**src/rtl/cla_seq_adder.sv**
```systemverilog
// Multi-cycle add/subtract unit that reuses one SLICE-bit carry-look-ahead
// slice, working LSB slice first and carrying between slices in a register.
module cla_seq_adder #(
  parameter int WIDTH = 32,
  parameter int SLICE = 8
) (
  input  logic             clk,
  input  logic             rst,
  input  logic             start,
  input  logic             sub,
  input  logic [WIDTH-1:0] a,
  input  logic [WIDTH-1:0] b,
  output logic             busy,
  output logic             done,
  output logic [WIDTH-1:0] sum,
  output logic             cout,
  output logic             ovf
);

  localparam int NSLICE = WIDTH / SLICE;
  localparam int NGROUP = SLICE / 4;
  localparam int IW     = (NSLICE > 1) ? $clog2(NSLICE) : 1;
  localparam logic [IW-1:0] LAST_IDX = IW'(NSLICE - 1);

  typedef enum logic [1:0] {
    IDLE,
    RUN,
    DONE
  } state_t;

  state_t           state;
  logic [WIDTH-1:0] a_reg;
  logic [WIDTH-1:0] b_reg;
  logic [WIDTH-1:0] acc;
  logic [WIDTH-1:0] acc_next;
  logic             carry;
  logic [IW-1:0]    idx;

  logic [SLICE-1:0] a_s;
  logic [SLICE-1:0] b_s;
  logic [SLICE-1:0] g;
  logic [SLICE-1:0] p;
  logic [SLICE:0]   c;
  logic [NGROUP-1:0] gg;
  logic [NGROUP-1:0] pg;

  // Status flags are pure decodes of the registered state.
  assign busy = (state == RUN);
  assign done = (state == DONE);

  // One look-ahead slice: 4-bit groups with internal look-ahead, chained
  // through group generate/propagate, then the accumulator with this slice merged in.
  always_comb begin
    a_s = a_reg[idx*SLICE +: SLICE];
    b_s = b_reg[idx*SLICE +: SLICE];
    g   = a_s & b_s;
    p   = a_s ^ b_s;
    c   = '0;
    gg  = '0;
    pg  = '0;
    c[0] = carry;
    for (int k = 0; k < NGROUP; k++) begin
      c[4*k+1] = g[4*k] | (p[4*k] & c[4*k]);
      c[4*k+2] = g[4*k+1] | (g[4*k] & p[4*k+1])
               | (p[4*k] & p[4*k+1] & c[4*k]);
      c[4*k+3] = g[4*k+2] | (g[4*k+1] & p[4*k+2])
               | (g[4*k] & p[4*k+1] & p[4*k+2])
               | (p[4*k] & p[4*k+1] & p[4*k+2] & c[4*k]);
      gg[k] = g[4*k+3] | (g[4*k+2] & p[4*k+3])
            | (g[4*k+1] & p[4*k+2] & p[4*k+3])
            | (g[4*k] & p[4*k+1] & p[4*k+2] & p[4*k+3]);
      pg[k] = p[4*k] & p[4*k+1] & p[4*k+2] & p[4*k+3];
      c[4*k+4] = gg[k] | (pg[k] & c[4*k]);
    end
    acc_next = acc;
    acc_next[idx*SLICE +: SLICE] = p ^ c[SLICE-1:0];
  end

  // Sequencer: latch operands on accept, one slice per clock, publish on the last slice.
  always_ff @(posedge clk) begin
    if (rst) begin
      state <= IDLE;
      a_reg <= '0;
      b_reg <= '0;
      acc   <= '0;
      carry <= 1'b0;
      idx   <= '0;
      sum   <= '0;
      cout  <= 1'b0;
      ovf   <= 1'b0;
    end else begin
      case (state)
        IDLE, DONE: begin
          if (start) begin
            a_reg <= a;
            b_reg <= sub ? ~b : b;
            carry <= sub;
            idx   <= '0;
            state <= RUN;
          end else begin
            state <= IDLE;
          end
        end
        RUN: begin
          acc   <= acc_next;
          carry <= c[SLICE];
          idx   <= idx + IW'(1);
          if (idx == LAST_IDX) begin
            sum   <= acc_next;
            cout  <= c[SLICE];
            ovf   <= c[SLICE] ^ c[SLICE-1];
            state <= DONE;
          end
        end
        default: state <= IDLE;
      endcase
    end
  end

endmodule

```
**config.mk**
```make
export PLATFORM = sky130hd
export DESIGN_NAME = cla_seq_adder
export DESIGN_NICKNAME = d
export VERILOG_FILES = /design/src/rtl/cla_seq_adder.sv
export SDC_FILE = /design/constraint.sdc
export NUM_CORES = 1
export LEC_CHECK = 0
export BUFFER_PORTS_ARGS = -buffer_cell sky130_fd_sc_hd__buf_2
export CORE_MARGIN = 1.5
export CORE_UTILIZATION = 56
export DETAILED_ROUTE_END_ITERATION = 8
export PLACE_DENSITY = 0.84
export SYNTH_ARGS = -nofsm -noshare
export SYNTH_HDL_FRONTEND = slang
export SYNTH_SLANG_ARGS = --single-unit
```
**constraint.sdc**
```tcl
create_clock -name clk -period 4.46 [get_ports clk]
set_input_delay 1.115 -clock clk [delete_from_list [all_inputs] [get_ports clk]]
set_output_delay 1.115 -clock clk [all_outputs]
set_load 0.03 [all_outputs]
```
**Word-level counts from Yosys, hierarchy flattened**

Index checks and enable logic that the tools add are counted.

- Div/mod/pow operators: 0
- Equal/unequal tests: 5
- Add/sub/neg operators: 2
- Multiply operators: 0
- Shift operators: 4
- Multiplexer cells: 9
- Bitwise logic cells: 51
- Reductions and logical operators: 6
- Magnitude comparators: 0

Operators with widths:

| cell | number |
|---|---|
| $shiftx 32x6->8 | 2 |
| $neg 5->34 | 1 |
| $shift 8x34->32 const A | 1 |
| $shiftx 8x34->32 | 1 |
| $bwmux 32 | 1 |
| $mux 32 | 1 |
| $not 32->32 | 1 |
| $and 1x1->1 | 26 |
| $or 1x1->1 | 20 |
| $xor 8x8->8 | 2 |
| $and 8x8->8 | 1 |
| $pmux 2 s2 | 2 |
| $reduce_and 2->1 | 3 |
| $eq 2x2->1 const B | 2 |
| $mux 2 | 2 |
| $add 2x1->2 const B | 1 |
| $eq 2x1->1 const B | 1 |
| $logic_not 2->1 | 1 |
| $mux 1 | 2 |
| $ne 2x1->1 const B | 1 |
| $ne 2x2->1 const B | 1 |
| $pmux 1 s2 | 1 |
| $reduce_bool 2->1 | 1 |
| $reduce_or 2->1 | 1 |
| $xor 1x1->1 | 1 |

- Input bits: 68
- Output and inout bits: 36
- RAM bits: 0
- Memory bits (read-only): 0
- Bits in registers: 135
- Memories kept: 0
- Bits in latches: 0
- Word-level logic and storage cells: 86

**Longest topological paths before layout**

- Word-level depth: 12
- Mapped depth: 11
- Depth with buffers taken out: 9

**Worst setup path after synthesis**

No wires, ideal clock.

- Path kind: register to register
- Start: reg idx[1]
- End: reg acc[21]
- Arrival time: 3329 ps
- Data required time: 4374 ps
- Library setup time: 86 ps
- Stages on the path, launching flop included: 12
- Path buffers: 2
- Slack: 1045 ps
- Period minus slack after synthesis: 3415 ps
- Path through: dfxtp_1 -> clkbuf_1 -> buf_2 -> mux4_2 -> ha_1 -> and2_4 -> a221oi_4 -> nand2_1 -> fa_1 -> xor2_1 -> a22oi_1 -> a211oi_1

- Cells in the longest elaborated chain, start to end: 12
- Elaborated cells between the ends (all ways): 46
- Those cells by class: add/sub (1); shift (4); mux (1); bitwise (40)

RTL lines:

| what | RTL line | source |
|---|---|---|
| start: declaration | 37 | `logic [IW-1:0] idx;` |
| start signal: assignment | 107 | `idx <= idx + IW'(1);` |
| $shiftx 32x6->8, on equally long branches | 54, 55 |  |
| $and 8x8->8 / $xor 8x8->8 (equally long branches) | 56, 57 |  |
| $and 1x1->1, on equally long branches | n/a |  |
| $or 1x1->1 (tied with other cells) | 69 | `gg[k] = g[4*k+3] \| (g[4*k+2] & p[4*k+3])` |
| $or 1x1->1 (tied with other cells) | 70 | `\| (g[4*k+1] & p[4*k+2] & p[4*k+3])` |
| $or 1x1->1 / $and 1x1->1 (equally long branches) | 71, 73 |  |
| $or 1x1->1 | 73 | `c[4*k+4] = gg[k] \| (pg[k] & c[4*k]);` |
| $and 1x1->1, on equally long branches | 63, 65, 68 |  |
| $or 1x1->1, on equally long branches | 63, 65, 68 |  |
| $xor 8x8->8 | 76 | `acc_next[idx*SLICE +: SLICE] = p ^ c[SLICE-1:0];` |
| $shiftx 8x34->32 | 76 |  |
| $bwmux 32 (*) | 76 |  |
| end signal: assignment | 105 | `acc <= acc_next;` |
| end: declaration | 34 | `logic [WIDTH-1:0] acc;` |

Mark *: on every way between the ends. The rest lies on a longest branch, timed or not.
A chain may end at the register's enable or synchronous reset.

**Final worst setup path**

Same ends and word-level chain as after synthesis.

==> impl_metrics.toml <==
[worst_setup_path]
cp-start-kind = "register"
cp_max_fo = 12
required_ns = 4.89
worstSetupPathType = "reg2reg"
critical_path_arrival_ns = 4.07
worst_setup_path_end_kind = "register"

[power]
power_density_cells_nw_per_um2 = 433
vdd_drop_max_mv = 0.255
cellLeakagePower_uw = 0.00288

[timing]
timing.setup.tns_ns = 0
timing_max_transition_violations_final = 0
grt_setup_unrepaired = "no"
timing_worst_slew_pin_value_ns = 1.14
fmax_mhz = 275
timing.final.setup_violations = 0
timing.clock.skew_ns = 0.00698
max-slew-margin-rel_pct = 24.2
final-hold-violation-count = 0
finalWorstPathRequiredPeriod_ns = 3.64
timing.final.crit_share_pct = 81.6

[global_route]
wire_length_of_the_first_global_routing_pass_mm = 24.2
grt-ovfl-total = 0
initial_antenna_violation_count = 0
first_global_vias = 5034
grt_usage_pct = 26.7
grt_max_degree = 105

[final_layout]
final_core_util_pct = 69.5
fin_nets = 841
fill_cells = 854
syn_to_final_growth_pct = 18.9
design_area_sq_um = 7270
drive_gt1_share_pct = 22.1
most_common_cell_after_layout_fill_and_taps_aside = "dfxtp_1"
diodes = 0
top_library_cells_by_usage_in_the_layout_fill_and_taps_aside = "135 x dfxtp_1, 103 x buf_2, 90 x nand2_1"

[floorplan]
rows = 37
fp.coreArea_sq_um = 10500
area_enclosed_by_the_die_boundary_sq_um = 11600
die_y_microns = 108
ios = 104
dieWidth_microns = 108
floorplan.initialDensity_pct = 58.5

[place]
post-dp-hpwl_mm = 10.1
routabilityCongestion = 0.896
post_dp_cell_area_sq_um = 6660
portBuffers = 103

[clocking]
clkLatencyLatePin_ns = 0.53
cts_resized = 0
clock_buffers_created_by_tritoncts = 17
hold_buffers = 0
maximum_buffer_depth_of_the_clock_tree = 2
clock_tree.root_cell = "clkbuf_8"
clk_pin_slew_ns = 0.06
clock_tree_from_tritoncts = "yes"
clkSinkCount = 135
htree_num_levels = 4
cts_setup_buffers = 0

[status]
status = "finished clean"

[detailed_routing]
vias_per_cell = 5.77
wl_mm = 14.7
final_antenna_net_count = 0
wl_per_cell_microns = 16.2
detail_route.first_pass.iterations = 5
routed-via-count = 5224
drt_drc_violations_left = 0
drtIter0Drc = 286

[logic_synthesis]
synth-seq-cells = 135
synthesis.yosys.warnings = 0
sequential_fraction_of_the_synthesis_area_pct = 44.2
synth.net_count = 766
synth.cell_area_sq_um = 6120
synth_area_per_cell_sq_um = 8.97
yosysUniqueCellTypes = 41
cell_count_after_synthesis = 682

[min_path]
worstHoldPathType = "reg2reg"

[run]
timing.max_cap.violations = 0
-- kinds of logic after synthesis --
family / synth area share (%)
AOI/OAI and AO/OA: 22.1
xor gates and xnor gates: 5.16
muxes: 6.55
buffers and inverters: 4.26
and+or+nand+nor: 14.2
DFF: 44.2
adders and majority gates: 3.52
-- stage by stage --
stage / worst slack [ns] / hold WS (ns) / cells / power [uW]
after global routing: 0.541 / 0.470 / 906 / 3260
after floorplan: 1.05 / 0.425 / 682 / 1620
after global placement: 1.03 / 0.437 / 874 / 1720
after CTS: 0.839 / 0.457 / 906 / 3160
final: 0.822 / 0.454 / 906 / 3150
after detailed placement: 0.911 / 0.442 / 874 / 1740
-- area by class of cell --
| type | count | area, sq um | share of cell area (%) |
|---|---|---|---|
| multi-input combinational | 481 | 3160 | 43.5 |
| inverter | 13 | 48.8 | 0.671 |
| clock buffer | 21 | 469 | 6.45 |
| tap | 136 | 170 | 2.34 |
| sequential | 135 | 2700 | 37.2 |
| timing repair buffer | 109 | 573 | 7.88 |
| clock inverter | 11 | 146 | 2.01 |
-- path summary, 6_finish.rpt --
check / from / to / slack, ns / cells after the start
setup / recovery: idx[1]$_SDFFE_PP0P_ / acc[21]$_SDFFE_PP0P_ / 0.82 / 10
hold / removal: acc[22]$_SDFFE_PP0P_ / acc[22]$_SDFFE_PP0P_ / 0.45 / 2
setup reg to reg: idx[1]$_SDFFE_PP0P_ / acc[21]$_SDFFE_PP0P_ / 0.82 / 10
hold reg to reg: acc[22]$_SDFFE_PP0P_ / acc[22]$_SDFFE_PP0P_ / 0.45 / 2
-- where the power goes --
| group | switching (uW) | internal, uW | total, uW | leakage (uW) |
|---|---|---|---|---|
| registers | 40.9 | 1270 | 1310 | 0.00110 |
| logic | 248 | 161 | 409 | 0.00147 |
| clock network | 519 | 910 | 1430 | 0.000300 |
| total | 807 | 2340 | 3150 | 0.00288 |
-- per-layer routing --
metal / share of wire [%] / GRT usage (%) / vias to the layer above
met4: 1.9 / 10.3 / 0
met3: 6.3 / 6.11 / 31
met2: 49 / 44.4 / 189
li1: - / - / 2579
met1: 43 / 33.7 / 2425
met5: 0 / 0 / -
-- worst max-delay path: stages (launching register included) --
cell and delay, ns:
dfxtp_1 0.70, buf_4 0.31, mux4_2 0.53, ha_1 0.29
a21o_1 0.20, nand3_1 0.23, nand2_1 0.13, fa_1 0.40
xor2_1 0.30, a22oi_1 0.16, a211oi_1 0.29
-- cells in the mapped netlist (all sizes together) --
library cell	count	share of area, %
dfxtp	135	44
nand2	90	5.5
nor2	79	4.8
a211oi	69	8.5
a21oi	58	4.7
clkbuf	40	2.5
xnor2	33	4.7
o21ai	30	2.7
a22oi	17	2.1
mux4	16	5.9
ha	14	2.9
buf	13	1.0
nand3	11	0.90
and3	10	1.0
inv	10	0.61
a31oi	9	1.2
nor3	5	0.41
a21o	4	0.49
and2	4	0.45
mux2i	4	0.65
o211ai	4	0.49
o31ai	4	0.49
clkinv	3	0.18
nor2b	3	0.31
xor2	3	0.43
fa	2	0.65
nand2b	2	0.20
a211o	1	0.16
a21boi	1	0.18
a221oi	1	0.43
a22o	1	0.14
and4	1	0.14
nand4	1	0.10
nor4	1	0.20
o221a	1	0.18
o311a	1	0.35
or4	1	0.12
(Power assumes the default switching activity.)
